### src/rtl/nubus_pkg.sv
// NuBus shared definitions: FSM states, size/status codes, TM lane modes.
// Used by both the initiator and the slave side.
package nubus_pkg;

    typedef enum logic [2:0] {
        ST_IDLE = 3'd0,
        ST_ARB  = 3'd1,
        ST_ADDR = 3'd2,
        ST_DATA = 3'd3,
        ST_RESP = 3'd4
    } nub_state_e;

    localparam logic [1:0] SZ_BYTE = 2'd0;
    localparam logic [1:0] SZ_HALF = 2'd1;
    localparam logic [1:0] SZ_WORD = 2'd2;

    localparam logic [1:0] RSP_COMPLETE = 2'd0;
    localparam logic [1:0] RSP_ERROR    = 2'd1;
    localparam logic [1:0] RSP_TIMEOUT  = 2'd2;
    localparam logic [1:0] RSP_RETRY    = 2'd3;

    localparam logic [1:0] MODE_WORD  = 2'b00;
    localparam logic [1:0] MODE_HALF0 = 2'b01;
    localparam logic [1:0] MODE_HALF1 = 2'b11;

    typedef struct packed {
        logic        write;
        logic [1:0]  size;
        logic [31:0] addr;
        logic [31:0] wdata;
    } nub_req_t;

    function automatic logic is_misaligned(
        input logic [1:0] size,
        input logic [1:0] lo
    );
        logic bad;
        bad = 1'b1;
        unique case (1'b1)
            (size == SZ_BYTE): bad = 1'b0;
            (size == SZ_HALF): bad = lo[0];
            (size == SZ_WORD): bad = (lo != 2'b00);
            default:           bad = 1'b1;
        endcase
        return bad;
    endfunction

    // Low two AD bits during the address cycle select the lane.
    function automatic logic [1:0] lane_mode(
        input logic [1:0] size,
        input logic [1:0] lo
    );
        logic [1:0] m;
        m = MODE_WORD;
        unique case (1'b1)
            (size == SZ_BYTE): m = lo;
            (size == SZ_HALF): m = lo[1] ? MODE_HALF1 : MODE_HALF0;
            default:           m = MODE_WORD;
        endcase
        return m;
    endfunction

endpackage

### src/rtl/nubus_arb_cell.sv
// /ARB drive and slot-ID compare for one NuBus master.
// Lines are open-collector: 1 releases, 0 pulls low.
module nubus_arb_cell (
    input  logic       active,
    input  logic [3:0] idn,
    input  logic [3:0] arbn_i,
    output logic [3:0] arbn_o,
    output logic       win
);

    assign arbn_o = active ? idn : 4'hF;

    // Wired-AND bus equals our own ID only when no higher ID competes.
    assign win = active && (arbn_i == idn);

endmodule

### src/rtl/nubus_initiator.sv
// NuBus single-outstanding master: arbitrate, address, data, respond.
// All state advances on the falling edge of the NuBus clock.
module nubus_initiator
    import nubus_pkg::*;
#(
    parameter int unsigned TIMEOUT_CYCLES = 255
) (
    input  logic        nub_clkn,
    input  logic        nub_resetn,
    input  logic [3:0]  nub_idn,
    input  logic [31:0] nub_adn_i,
    output logic [31:0] nub_adn_o,
    output logic        nub_adn_oe,
    input  logic        nub_startn_i,
    output logic        nub_startn_o,
    input  logic        nub_ackn_i,
    input  logic        nub_tm1n_i,
    input  logic        nub_tm0n_i,
    output logic        nub_tm1n_o,
    output logic        nub_tm0n_o,
    output logic        nub_tmoe,
    output logic        nub_rqstn_o,
    input  logic [3:0]  nub_arbn_i,
    output logic [3:0]  nub_arbn_o,
    input  logic        req_valid,
    input  logic        req_write,
    output logic        req_ready,
    input  logic [1:0]  req_size,
    input  logic [31:0] req_addr,
    input  logic [31:0] req_wdata,
    output logic        rsp_valid,
    output logic [31:0] rsp_rdata,
    output logic [1:0]  rsp_status
);

    localparam int CW = $clog2(TIMEOUT_CYCLES + 1);
    localparam logic [CW-1:0] CNT_LAST = CW'(TIMEOUT_CYCLES - 1);

    nub_state_e    state, state_nxt;
    nub_req_t      req_q, req_nxt;
    logic [CW-1:0] cnt_q, cnt_nxt;
    logic          arb_seen_q, arb_seen_nxt;
    logic [31:0]   rdata_q, rdata_nxt;
    logic [1:0]    status_q, status_nxt;
    logic          arb_active;
    logic          arb_win;

    nubus_arb_cell u_arb (
        .active (arb_active),
        .idn    (nub_idn),
        .arbn_i (nub_arbn_i),
        .arbn_o (nub_arbn_o),
        .win    (arb_win)
    );

    always_ff @(negedge nub_clkn or negedge nub_resetn) begin
        if (!nub_resetn) begin
            state      <= ST_IDLE;
            req_q      <= '0;
            cnt_q      <= '0;
            arb_seen_q <= 1'b0;
            rdata_q    <= '0;
            status_q   <= RSP_COMPLETE;
        end else begin
            state      <= state_nxt;
            req_q      <= req_nxt;
            cnt_q      <= cnt_nxt;
            arb_seen_q <= arb_seen_nxt;
            rdata_q    <= rdata_nxt;
            status_q   <= status_nxt;
        end
    end

    always_comb begin
        state_nxt    = state;
        req_nxt      = req_q;
        cnt_nxt      = cnt_q;
        arb_seen_nxt = arb_seen_q;
        rdata_nxt    = rdata_q;
        status_nxt   = status_q;
        unique case (state)
            ST_IDLE: begin
                if (req_valid) begin
                    req_nxt = '{
                        write: req_write,
                        size:  req_size,
                        addr:  req_addr,
                        wdata: req_wdata
                    };
                    arb_seen_nxt = 1'b0;
                    if (is_misaligned(req_size, req_addr[1:0])) begin
                        rdata_nxt  = '0;
                        status_nxt = RSP_ERROR;
                        state_nxt  = ST_RESP;
                    end else begin
                        state_nxt = ST_ARB;
                    end
                end
            end
            ST_ARB: begin
                // Hold /RQST and /ARB for at least two cycles before a grant.
                arb_seen_nxt = 1'b1;
                if (arb_seen_q && arb_win && nub_startn_i && nub_ackn_i) begin
                    state_nxt = ST_ADDR;
                end
            end
            ST_ADDR: begin
                cnt_nxt   = '0;
                state_nxt = ST_DATA;
            end
            ST_DATA: begin
                if (!nub_ackn_i) begin
                    rdata_nxt  = req_q.write ? 32'h0 : ~nub_adn_i;
                    status_nxt = ~{nub_tm1n_i, nub_tm0n_i};
                    state_nxt  = ST_RESP;
                end else if (cnt_q == CNT_LAST) begin
                    rdata_nxt  = '0;
                    status_nxt = RSP_TIMEOUT;
                    state_nxt  = ST_RESP;
                end else begin
                    cnt_nxt = cnt_q + CW'(1);
                end
            end
            ST_RESP: begin
                state_nxt = ST_IDLE;
            end
            default: begin
                state_nxt = ST_IDLE;
            end
        endcase
    end

    always_comb begin
        nub_startn_o = 1'b1;
        nub_adn_o    = '1;
        nub_adn_oe   = 1'b0;
        nub_tm1n_o   = 1'b1;
        nub_tm0n_o   = 1'b1;
        nub_tmoe     = 1'b0;
        arb_active   = 1'b0;
        unique case (state)
            ST_ARB: begin
                arb_active = 1'b1;
            end
            ST_ADDR: begin
                nub_startn_o = 1'b0;
                nub_adn_oe   = 1'b1;
                nub_adn_o    = ~{req_q.addr[31:2],
                                 lane_mode(req_q.size, req_q.addr[1:0])};
                nub_tm1n_o   = ~req_q.write;
                nub_tm0n_o   = (req_q.size != SZ_BYTE);
                nub_tmoe     = 1'b1;
            end
            ST_DATA: begin
                if (req_q.write) begin
                    nub_adn_oe = 1'b1;
                    nub_adn_o  = ~req_q.wdata;
                end
            end
            default: begin
                arb_active = 1'b0;
            end
        endcase
    end

    assign nub_rqstn_o = ~arb_active;
    assign req_ready   = (state == ST_IDLE);
    assign rsp_valid   = (state == ST_RESP);
    assign rsp_rdata   = rdata_q;
    assign rsp_status  = status_q;

endmodule

### config.mk
export PLATFORM = sky130hd
export DESIGN_NAME = nubus_initiator
export DESIGN_NICKNAME = d
export VERILOG_FILES = /design/src/rtl/nubus_pkg.sv /design/src/rtl/nubus_arb_cell.sv /design/src/rtl/nubus_initiator.sv
export SDC_FILE = /design/constraint.sdc
export NUM_CORES = 1
export LEC_CHECK = 0
export ABC_AREA = 0
export CAP_MARGIN = 30
export CORE_UTILIZATION = 41
export CTS_BUF_LIST = sky130_fd_sc_hd__clkbuf_8
export DETAILED_ROUTE_END_ITERATION = 7
export GPL_TIMING_DRIVEN = 0
export PLACE_DENSITY_LB_ADDON = 0.05
export SETUP_SLACK_MARGIN = 0.4
export SLEW_MARGIN = 40
export SYNTH_ARGS = -nofsm -noshare
export SYNTH_HDL_FRONTEND = slang
export SYNTH_SLANG_ARGS = --single-unit
export TNS_END_PERCENT = 5
### constraint.sdc
create_clock -name nub_clkn -period 2.2 [get_ports nub_clkn]
set_clock_uncertainty 0.15 [all_clocks]
set_input_delay 0.66 -clock nub_clkn [delete_from_list [all_inputs] [get_ports nub_clkn]]
set_output_delay 0.66 -clock nub_clkn [all_outputs]
set_load 0.05 [all_outputs]
==> metrics.txt <==
status finished with violations; failing checks negative setup slack; Synth Area in Compound Gates 14.3%; CP most frequent cell buf_6; RSZ-0062 raised after global routing true; Worst-Margin Slew 0.483 ns; average size of a mapped cell 13.0 um2; Ys Warns 0; largest net degree at the start of global routing 67; crit path kind reg2out; leading area contributor after synthesis dfrtn_1; Flop pwr share 41.8%; filler cell count 829; Hold WC Path Type reg2reg; die width 111 um; Critical-path top delay cell dfrtn_1; cell family with most CP delay buffers and inverters; Comb pwr share 32.6%; worst-case hold path end point req_q[1]; Critical Path AT 2.94 ns; cell internal pwr 5.46 mW; Initial Utilization 42.2%; placed inst area 7240 um2; largest family of logic cells by synthesized area multiplexers; post-synth top area share 58.4%; ANT cells 0; global-route wire length before repair 23.0 mm; Simple-Gate Fraction of Synth Area 7.31%; mapped cell area 4840 um2; Tot GR Track Use 24.4%; Root Driver clkbuf_8; Skew-Pair Late Insertion Delay 0.40 ns; # DRC 0; vias 4024; reg2reg path depth 6; I/O pins 192; post-route cell area 8230 um2; Slew Limit Fails 0; Fin. Hold Viols 0; Reg clk slew, reported paths 0.05 ns; total power 8.09 mW; crit path max fanout 7; XOR/XNOR share of the synthesized area 0.723%; Async SR Flop Fraction 100%; gr ovfl total 0; Hold Startpoint req_q[1]; H-Tree Depth 4; drt pass-1 iters 4; Max Cap Viol 0; internal reg-to-reg setup slack -0.03 ns; relative slew slack 67.9%; die footprint 12300 um2; number of synthesized flops with an enable pin 0; worst ir drop on vdd 0.646 mV; Final Util 71.8%; RePlAce Congestion 0.762; worst reg2reg endpoint req_q[54]; Die Ht 111 um; clk sinks 113; vias in the first global route 4382; First DRT Iteration DRCs 152; pwr/cell area 983 nW/um2; FP Rows 39; r2r startpoint state[0]; number of buffers and inverters on the critical path 5; setup slack after layout -1.55 ns; area grow syn2layout 69.9%; count of input and output buffers 190; antenna violations before repair 0; Final HPWL DP 9.44 mm; Hold Path Depth 1; Most used DFF post-synth dfrtn_1; # hold bufs at CTS 0; clock share of power 25.6%; Lkg Pwr 3.46 nW; endpoint class of the critical path output pin; storage element area 2830 um2; Multi-input gate area 2160 um2; post-synthesis sequential area ratio 58.4%; Synth Area in Adders 0.517%; clk buf depth 2; post-synthesis mux area share 15.5%; Switch Pwr 2.63 mW; ranking of synthesized cells by area dfrtn_1 58%, mux2_2 15%, o2bb2ai_1 5.8%; Setup violations, final 188; Sw Share 32.5%; core area 11500 um2; Netlist cell types 41; CTS Buf Count 17; Antenna Nets Post-Route 0; DRT Wirelength 14.0 mm; CP peak stage delay 0.46 ns; crit-path cells buf_6 > nor2b_4 > clkbuf_8 > nand2_8 > inv_8 > clkbuf_16 > a22oi_2 > buf_6; worst path required time 1.39 ns; post-synth net total 489; vias per std cell 5.32; CTS tree done; final net count 717; #FFs+latches synth 113; layout cell share with drive strength beyond 1 43.6%; Critical Path Source Type flop; wire length per cell 18.5 um; Post-Synthesis Cells 373
[per-layer routing]
layer  vias up  routed length (um)  global-route usage, %  share of wire (%)
met5         -                   0                      0                  0
met4         0                 180                   7.73                1.3
met3        15                1060                   9.24                7.5
met2       138                6870                   39.5                 49
met1      2017                5910                   30.1                 42
li1       1854                   -                      -                  -
[Yosys cell counts, types with 3 or more instances]
master,instances
clkbuf_1,15
o211ai_1,3
nand2_1,12
nor2_1,6
nor3_1,8
or3_1,6
buf_2,12
nand2b_1,5
xor2_1,4
o2bb2ai_1,32
dfrtn_1,113
nand3_1,10
a21oi_1,6
mux2_2,64
inv_1,5
o21ai_0,5
o311ai_0,4
a22oi_1,30
nor3b_1,3
[how the worst max path moves through the flow]
stage / startpoint / endpoint / cells after the start
detailed placement: state[0] / nub_adn_o[17] / 7
CTS: state[2] / nub_adn_o[17] / 7
floorplan: state[2] / nub_adn_o[10] / 7
finish: state[2] / nub_adn_o[17] / 8
global route: state[2] / nub_adn_o[17] / 8
global placement: nub_resetn / rsp_rdata[12] / 1
[placed cells by master (no fill, tap or decap), drive strengths merged, types with 4 or more instances in the layout]
| master | count |
|---|---|
| a22oi | 30 |
| nor3b | 4 |
| a21oi | 6 |
| nand3 | 10 |
| xor2 | 4 |
| clkbuf | 38 |
| or3 | 6 |
| nand2b | 5 |
| nand2 | 12 |
| mux2 | 66 |
| dlygate4sd2 | 7 |
| o311ai | 4 |
| dfrtn | 113 |
| nor3 | 8 |
| nor2 | 6 |
| clkdlybuf4s50 | 105 |
| inv | 9 |
| clkinv | 4 |
| o21ai | 6 |
| buf | 105 |
| clkdlybuf4s15 | 4 |
| o2bb2ai | 32 |
[repair_timing]
item / 4_1_cts / 5_1_grt
pin swaps: 11 / 6
endpoints found under the setup margin: 257 / 257
buffers inserted: 11 / 3
resized for setup: 582 / 13
gates cloned: 4 / 0
[state kept, by name, summed over array words and instances (netlist names)]
name	flops
arb_seen_q	1
rsp_status	2
state	3
req_q	67
rsp_rdata	32
cnt_q	8
[per-stage QoR]
stage | hold WS, ns | setup WS [ns] | TNS (ns) | cells
after CTS | 0.301 | -1.58 | -155.17 | 754
after detailed placement | 0.283 | -2.19 | -297.16 | 707
after global placement | 0.280 | -5.00 | -843.53 | 706
after floorplan | 0.283 | -1.37 | -150.87 | 373
final | 0.299 | -1.55 | -153.96 | 757
after global routing | 0.311 | -1.64 | -164.97 | 757
[area by class of cell]
cell class	instances	share of cell area [%]
Buffer	29	4.50
Clock buffer	21	3.51
Clock inverter	11	1.66
Inverter	7	0.410
Multi-Input combinational cell	224	26.3
Sequential cell	113	34.3
Tap cell	143	2.17
Timing Repair Buffer	209	27.1
[cells by family after synthesis]
group | Yosys count
mux | 67
xor+xnor | 4
flops | 113
buf+inv | 36
simple gates | 62
fa+ha+maj | 2
compound gates | 89
[power by group through the flow]
stage	Clock, mW	Combinational, mW	Sequential, mW
final	2.07	2.64	3.38
after global routing	2.22	2.85	3.49
after CTS	2.13	2.62	3.38
after detailed placement	0	2.41	3.39
after global placement	0	2.34	3.36
after floorplan	0	1.58	3.40
Power figures use the tool's default switching activity.
